## src/rtl/booth_mult_seq.sv

```systemverilog
// booth_mult_seq: sequential radix-2 Booth multiplier for signed operands.
// One Booth step per clock. A result is ready WIDTH cycles after start is
// accepted, and a new start can be accepted every WIDTH+2 cycles.
// Ports:
//   clk          - clock; all state updates on the rising edge
//   rst          - synchronous active-high reset
//   start        - request a multiplication; only sampled in IDLE
//   multiplicand - signed M, captured on the accepting edge
//   multiplier   - signed Q, captured on the accepting edge
//   busy         - high in RUN and DONE
//   done         - one-cycle pulse while in DONE
//   product      - signed M*Q; updated on entry to DONE and held until then
module booth_mult_seq #(
  parameter int unsigned WIDTH = 8
) (
  input  logic                 clk,
  input  logic                 rst,
  input  logic                 start,
  input  logic [WIDTH-1:0]     multiplicand,
  input  logic [WIDTH-1:0]     multiplier,
  output logic                 busy,
  output logic                 done,
  output logic [2*WIDTH-1:0]   product
);

  localparam int unsigned CW = $clog2(WIDTH + 1);

  typedef enum logic [1:0] {
    IDLE = 2'd0,
    RUN  = 2'd1,
    DONE = 2'd2
  } state_t;

  state_t           state;
  logic [WIDTH:0]   acc;      // one guard bit so M = -2^(WIDTH-1) cannot overflow
  logic [WIDTH-1:0] q;
  logic [WIDTH-1:0] m;
  logic             q_1;
  logic [CW-1:0]    count;

  logic [WIDTH:0]   m_ext;
  logic [WIDTH:0]   sum;
  logic [WIDTH:0]   acc_next;
  logic [WIDTH-1:0] q_next;
  logic             q_1_next;

  // One Booth step: conditional add/subtract, then arithmetic shift of {A,Q,Q_1}
  always_comb begin
    m_ext = {m[WIDTH-1], m};
    sum   = acc;
    case ({q[0], q_1})
      2'b01:   sum = acc + m_ext;
      2'b10:   sum = acc - m_ext;
      default: sum = acc;
    endcase
    acc_next = {sum[WIDTH], sum[WIDTH:1]};
    q_next   = {sum[0], q[WIDTH-1:1]};
    q_1_next = q[0];
  end

  // Control FSM and datapath registers
  always_ff @(posedge clk) begin
    if (rst) begin
      state   <= IDLE;
      busy    <= 1'b0;
      done    <= 1'b0;
      product <= '0;
      acc     <= '0;
      q       <= '0;
      m       <= '0;
      q_1     <= 1'b0;
      count   <= '0;
    end else begin
      case (state)
        IDLE: begin
          if (start) begin
            m     <= multiplicand;
            q     <= multiplier;
            acc   <= '0;
            q_1   <= 1'b0;
            count <= CW'(WIDTH);
            busy  <= 1'b1;
            state <= RUN;
          end
        end
        RUN: begin
          acc   <= acc_next;
          q     <= q_next;
          q_1   <= q_1_next;
          count <= count - CW'(1);
          // Final step: publish the result in the same edge that enters DONE
          if (count == CW'(1)) begin
            product <= {acc_next[WIDTH-1:0], q_next};
            done    <= 1'b1;
            state   <= DONE;
          end
        end
        DONE: begin
          done  <= 1'b0;
          busy  <= 1'b0;
          state <= IDLE;
        end
        default: begin
          done  <= 1'b0;
          busy  <= 1'b0;
          state <= IDLE;
        end
      endcase
    end
  end

endmodule

```

## config.mk

```make
export PLATFORM = sky130hd
export DESIGN_NAME = booth_mult_seq
export DESIGN_NICKNAME = d
export VERILOG_FILES = /design/src/rtl/booth_mult_seq.sv
export SDC_FILE = /design/constraint.sdc
export NUM_CORES = 1
export LEC_CHECK = 0
export ABC_CLOCK_PERIOD_IN_PS = 2600
export CORE_MARGIN = 2
export CORE_UTILIZATION = 30
export CTS_CLUSTER_SIZE = 24
export DETAILED_ROUTE_END_ITERATION = 10
export GPL_TIMING_DRIVEN = 0
export PLACE_DENSITY_LB_ADDON = 0.2
export RECOVER_POWER = 50
export SLEW_MARGIN = 10
export SYNTH_ARGS = -nofsm -noshare
export SYNTH_HDL_FRONTEND = slang
export SYNTH_SLANG_ARGS = --single-unit
export TNS_END_PERCENT = 50
```

## constraint.sdc

```tcl
create_clock -name clk -period 2.6 [get_ports clk]
set_input_delay 0.65 -clock clk [delete_from_list [all_inputs] [get_ports clk]]
set_output_delay 0.65 -clock clk [all_outputs]
set_load 0.05 [all_outputs]
```

==> results of run 1 <==
worst min-delay path by stage:
| stage | slack (ps) | to | cells after the start |
|---|---|---|---|
| after floorplan | 440 | count[3]$_SDFFE_PP0P_ | 1 |
| after global placement | 450 | product[1]$_SDFFE_PP0P_ | 2 |
| after CTS | 460 | product[1]$_SDFFE_PP0P_ | 2 |
| final | 460 | product[5]$_SDFFE_PP0P_ | 2 |
| after detailed placement | 450 | product[7]$_SDFFE_PP0P_ | 2 |
| after global routing | 490 | product[6]$_SDFFE_PP0P_ | 2 |
area by class of cell:
type	count	share of cell area, %
clock buffer	5	2.17
inverter	8	0.946
buffer	17	2.01
sequential	49	31.4
timing repair buffer	46	13.6
tap	102	4.02
multi-input combinational	229	45.2
clock inverter	3	0.670
layout by cell type, fill, tap and decap left out, types with 2 or more instances in the layout:
cell / n
nand2_1: 55
a21oi_1: 45
dfxtp_1: 43
clkdlybuf4s50_1: 34
nor2_1: 29
clkbuf_1: 17
buf_4: 11
nand3_1: 10
xnor2_1: 9
nor3_1: 8
a22oi_1: 8
ha_1: 8
inv_1: 6
a31oi_1: 5
clkbuf_8: 5
a211oi_1: 4
nand2b_1: 3
a21o_1: 3
mux2i_1: 3
o21a_1: 3
o21ai_0: 3
ha_2: 3
dfxtp_4: 3
dfxtp_2: 3
inv_2: 2
a31oi_2: 2
nor2_2: 2
xor2_1: 2
nor3b_1: 2
nand3b_1: 2
or3_1: 2
worst reg2reg max path, delay by kind of cell (launching register included):
kind            cells  cell delay [ps]
fa+ha+maj           2              570
simple gates        2              400
compound gates      4              570
flops               1              380
mux                 1              320
buf+inv             1               70
xor+xnor            1              130
per-layer routing:
metal,global-route usage (%),up-vias
met2,22.9,43
met1,22.9,1058
li1,-,1160
met4,3.99,0
met5,0,-
met3,2.09,5
power by group through the flow:
stage          logic, mW  clock network, mW  registers, mW
6_report           0.579              0.476          0.825
5_1_grt            0.639              0.522          0.831
4_1_cts            0.495              0.488          0.825
3_5_place_dp       0.484                  0          0.841
3_3_place_gp       0.479                  0          0.840
2_1_floorplan      0.343                  0          0.851
cells by family (layout without fill, tap and decap cells):
family / Yosys count / after routing / synth area share [%]
adders and majority gates: 13 / 13 / 6.99
xor gates and xnor gates: 12 / 12 / 4.32
AOI/OAI and AO/OA: 81 / 81 / 20.3
buffers and inverters: 26 / 79 / 4.01
muxes: 5 / 5 / 2.26
DFF: 49 / 49 / 40.3
and+or+nand+nor: 118 / 118 / 21.8
flip-flops by register name, indices dropped and copies added (netlist names):
register and flops:
state 2, busy 1, m 8, count 4
acc 8, q 8, q_1 1, product 16
done 1
per-stage QoR:
step | worst slack (ps) | hold WS (ps) | instances | total power, mW
6_report | 115 | 461 | 459 | 1.88
5_1_grt | -20.9 | 485 | 459 | 1.99
4_1_cts | 38.6 | 463 | 449 | 1.81
3_5_place_dp | -260 | 448 | 441 | 1.32
3_3_place_gp | -210 | 445 | 441 | 1.32
2_1_floorplan | 50.4 | 444 | 304 | 1.19
repair_timing:
item / 4_1_cts / 5_1_grt
setup buffers: 1 / 10
resized for setup: 6 / 21
pin swaps: 0 / 13
endpoints found under the setup margin: 7 / 4
==> impl_metrics.tcl, run 1 <==
set metrics [dict create \
    r2r_cells 11 \
    intPower_mw 1.25 \
    multi_input_area_um2 1430 \
    cts_root_buffer "clkbuf_8" \
    register_area_um2 996 \
    core_um2 7810 \
    setup_viol 0 \
    min_from "product[5]$_SDFFE_PP0P_" \
    syn_to_final_growth_pct 30.4 \
    grt_pass1_wl_mm 10.6 \
    postLayoutCellArea_um2 3170 \
    wl_met3_um 251 \
    cpMostUsedCell "ha_2" \
    ys_ff_latch 49 \
    worstPathRequired_ps 2840 \
    ios 37 \
    io_buffers 35 \
    htree_levels 2 \
    cts_buffers 5 \
    p_sw_share_pct 33.5 \
    yosysWarnings 0 \
    grt_pass1_vias 2037 \
    cts_hold_buf 0 \
    layout_min_cycle_time_ps 2480 \
    crit_path_start_kind "flip-flop" \
    p_per_area_nw_per_um2 592 \
    synthesis.nets 336 \
    crit_start "m[1]$_SDFFE_PP0P_" \
    path_cells "inv_2 -> ha_2 -> nor2_2 -> xnor2_1 -> ha_2 -> o21a_1 -> o31ai_4 -> a21oi_2 -> mux2_4 -> or3_1 -> a21oi_1" \
    clkTransAtPathRegs_ps 100 \
    post-route-drc-count 0 \
    fmax_mhz 402 \
    drt_first_iter_violations 125 \
    hold_viol 0 \
    fin_crit_sh_pct 95.6 \
    wl_met1_mm 3.28 \
    diodes 0 \
    dpl_cell_area_um2 2910 \
    wl_per_cell_um 14.1 \
    synth_cell_type_count 38 \
    dieArea_um2 8850 \
    final_util_pct 40.7 \
    fillers 836 \
    reg2reg_setup_slack_ps 120 \
    clock_latency_ps 310 \
    drive_gt1_share_pct 12.6 \
    cp_top_family "compound AO/OA/AOI/OAI gates" \
    clkPwrFrac_pct 25.3 \
    synth_edf_count 0 \
    endpoint "acc[6]$_SDFFE_PP0P_" \
    cp.depth 11 \
    num_rows 32 \
    synth_top_area_share_pct 40.3 \
    async_reset_ff_share_pct 0 \
    synth_area_um2 2430 \
    drv_cap 0 \
    yosysMostFrequentCell "nand2_1" \
    timing.rr.start "m[1]$_SDFFE_PP0P_" \
    grt_max_degree 17 \
    r2r-end "acc[6]$_SDFFE_PP0P_" \
    worstSetupPathType "flip-flop to flip-flop" \
    drtPass1Iterations 4 \
    power_frac_comb_pct 30.8 \
    netlist_instances 304 \
    globalRouteOverflowTotal 0 \
    wl_mm 6.47 \
    highest_layer "met4" \
    cpPeakStageDelay_ps 380 \
    initial_core_util_pct 31.2 \
    p_seq_share_pct 43.9 \
    dr_wl_met2_mm 2.87 \
    critPathMaxFanout 5 \
    status "finished clean" \
    grtUsageTotal_pct 15.3 \
    num_vias 2266 \
    arrival_ps 2730 \
    hpwlAfterDp_mm 4.56 \
    path_buf_inv 1 \
    ant_nets 0 \
    clk_path_buf_depth 2 \
    yosys.area.top_type "dfxtp_1" \
    grt_antenna_before_repair 0 \
    ir_worst_vdd_mv 0.248 \
    cp_slowest_cell "dfxtp_4" \
    p_leak_nw 1.13 \
    relSlewSlack_pct 51.0 \
    skew_ps 7.47 \
    ys.flop_type "dfxtp_1" \
    via_per_inst 4.94 \
    synth_area_leaders "dfxtp_1 (40%), a21oi_1 (9.2%), nand2_1 (8.5%)" \
    worst_setup_path_end_kind "flip-flop" \
    gp_congestion 0.752 \
    power.net_switching_mw 0.631 \
    nNetsFinal 388 \
    min_path_type "flip-flop to flip-flop" \
    dieWidth_um 94.1 \
    yosysSeqAreaShare_pct 40.3 \
    cts_tree "yes" \
    timing.final.max_slew_violations 0 \
    synth_top_cells_by_count "nand2_1 (55), dfxtp_1 (49), a21oi_1 (45), nor2_1 (30), clkbuf_1 (18)" \
    avgSynthCellArea_um2 8.01 \
    setup_tns_ps 0 \
    chipHeight_um 94.1 \
    cts.sinks 49 \
    tightest_slew_ps 732 \
]
Power figures use the tool's default switching activity.
==> run 2, diff against run 1 <==
--- a/config.mk
+++ b/config.mk
@@ -8,6 +8,7 @@
 export ABC_CLOCK_PERIOD_IN_PS = 2600
 export CORE_MARGIN = 2
 export CORE_UTILIZATION = 30
+export CTS_CLUSTER_DIAMETER = 80
 export CTS_CLUSTER_SIZE = 24
 export DETAILED_ROUTE_END_ITERATION = 10
 export GPL_TIMING_DRIVEN = 0
==> constraint.sdc (replaced) <==
create_clock -name clk -period 2.6 [get_ports clk]
set_input_delay 0.65 -clock clk [delete_from_list [all_inputs] [get_ports clk]]
set_output_delay 0.65 -clock clk [all_outputs]
set_load 0.005 [all_outputs]
==> run 2 against run 1 <==
Effect of this change:
- critical path depth unchanged
- via count down 1.0%
- critical endpoint unchanged
- wire length down 0.70%
==> impl_metrics.tcl, run 2 (synthesized netlist as in run 1, its figures left out) <==
set metrics [dict create \
    reg2reg_setup_slack_ps 120 \
    skew_ps 6.56 \
    cts_buffers 5 \
    worstSetupPathType "flip-flop to flip-flop" \
    setup_viol 0 \
    ir_worst_vdd_mv 0.249 \
    htree_levels 2 \
    syn_to_final_growth_pct 30.4 \
    chipHeight_um 94.1 \
    num_rows 32 \
    grt_pass1_wl_mm 10.6 \
    post-route-drc-count 0 \
    top_register "product" \
    layout_commonest_cell "nand2_1" \
    power_frac_comb_pct 30.0 \
    crit_path_start_kind "flip-flop" \
    hold_viol 0 \
    setup_ws_ps 121 \
    timing.final.max_slew_violations 0 \
    worst_setup_path_end_kind "flip-flop" \
    clk_path_buf_depth 2 \
    cts_hold_buf 0 \
    layout_min_cycle_time_ps 2480 \
    arrival_ps 2720 \
    cts_root_buffer "clkbuf_8" \
    relSlewSlack_pct 52.5 \
    via_per_inst 4.89 \
    power.net_switching_mw 0.611 \
    final_cell_mix "nand2_1 (55), a21oi_1 (45), dfxtp_1 (43)" \
    grt_max_degree 17 \
    dieArea_um2 8850 \
    hpwlAfterDp_mm 4.56 \
    drtPass1Iterations 4 \
    cts_tree "yes" \
    p_per_area_nw_per_um2 585 \
    cts.sinks 49 \
    p_seq_share_pct 44.4 \
    final_cells 459 \
    num_vias 2243 \
    core_um2 7810 \
    drive_gt1_share_pct 12.6 \
    tightest_slew_ps 709 \
    wl_mm 6.42 \
    critPathMaxFanout 5 \
    diodes 0 \
    p_sw_share_pct 32.9 \
    largest_reg_flops 16 \
    drt_first_iter_violations 118 \
    clock_latency_ps 310 \
    io_buffers 35 \
    gp_congestion 0.752 \
    min_path_type "flip-flop to flip-flop" \
    wl_per_cell_um 14.0 \
    status "finished clean" \
    grt_pass1_vias 2037 \
    drv_cap 0 \
    fillers 836 \
    ios 37 \
    clkTransAtPathRegs_ps 100 \
    p_leak_nw 1.19 \
    fin_crit_sh_pct 95.4 \
    nNetsFinal 388 \
    grt_antenna_before_repair 0 \
    grtUsageTotal_pct 15.3 \
    ant_nets 0 \
    intPower_mw 1.25 \
    globalRouteOverflowTotal 0 \
    dp_cells 441 \
    fmax_mhz 403 \
    initial_core_util_pct 31.2 \
    clkPwrFrac_pct 25.6 \
    worstPathRequired_ps 2840 \
    dieWidth_um 94.1 \
    pre_cts_slack_ps -260 \
]
-- run 2: cell count changes in the layout (fill, tap and decap cells not counted), sizes merged --
cell           before  now
dlygate4sd3         1   19
clkdlybuf4s50      34   16
-- run 2: final timing paths --
check / to / start / depth (start not counted)
max: acc[6]$_SDFFE_PP0P_ / m[1]$_SDFFE_PP0P_ / 11
min: product[5]$_SDFFE_PP0P_ / product[5]$_SDFFE_PP0P_ / 2
max reg2reg: acc[6]$_SDFFE_PP0P_ / m[1]$_SDFFE_PP0P_ / 11
min reg2reg: product[5]$_SDFFE_PP0P_ / product[5]$_SDFFE_PP0P_ / 2
-- run 2: cell type report --
cell class	count	area [um^2]	share of cell area, %
Sequential cell	49	996	31.4
Multi-Input combinational cell	229	1430	45.2
Tap cell	102	128	4.02
Clock inverter	3	21.3	0.670
Buffer	17	63.8	2.01
Clock buffer	5	68.8	2.17
Timing Repair Buffer	46	433	13.6
Inverter	8	30.0	0.946
-- run 2: metrics by stage --
step / setup TNS [ps] / utilization, % / area, um^2 / power (mW) / hold slack, ps
2_1_floorplan: 0 / - / 2430 / 1.18 / 444
3_3_place_gp: -613 / 37.3 / 2910 / 1.30 / 445
3_5_place_dp: -903 / 37.3 / 2910 / 1.31 / 448
4_1_cts: 0 / 38.8 / 3030 / 1.79 / 463
5_1_grt: -29.0 / 40.7 / 3170 / 1.97 / 483
6_report: 0 / 40.7 / 3170 / 1.86 / 457
-- run 2: routing by layer --
metal  routed length (um)  GRT usage, %  up-vias
met5                    0             0        -
met3                  195          2.09        5
met2                 2870          22.9       37
li1                     -             -     1159
met4                   66          3.99        0
met1                 3300          22.9     1042
-- run 2: power by group through the flow --
| stage | combinational (mW) | clock, mW | sequential [mW] |
|---|---|---|---|
| 6_report | 0.558 | 0.476 | 0.825 |
| 5_1_grt | 0.619 | 0.522 | 0.831 |
| 4_1_cts | 0.476 | 0.488 | 0.825 |
| 3_5_place_dp | 0.466 | 0 | 0.841 |
| 3_3_place_gp | 0.461 | 0 | 0.840 |
| 2_1_floorplan | 0.343 | 0 | 0.833 |
-- run 2: critical path, cell delays in order (launching register included) --
cell and delay (ps):
dfxtp_4 380, inv_2 70, ha_2 220, nor2_2 50
xnor2_1 130, ha_2 350, o21a_1 150, o31ai_4 80
a21oi_2 200, mux2_4 320, or3_1 350, a21oi_1 140
-- run 2: timing repair --
item	CTS	global route
pin swaps	0	13
resized for setup	6	21
cloned	0	0
setup endpoints to repair	7	4
buffers inserted	1	10
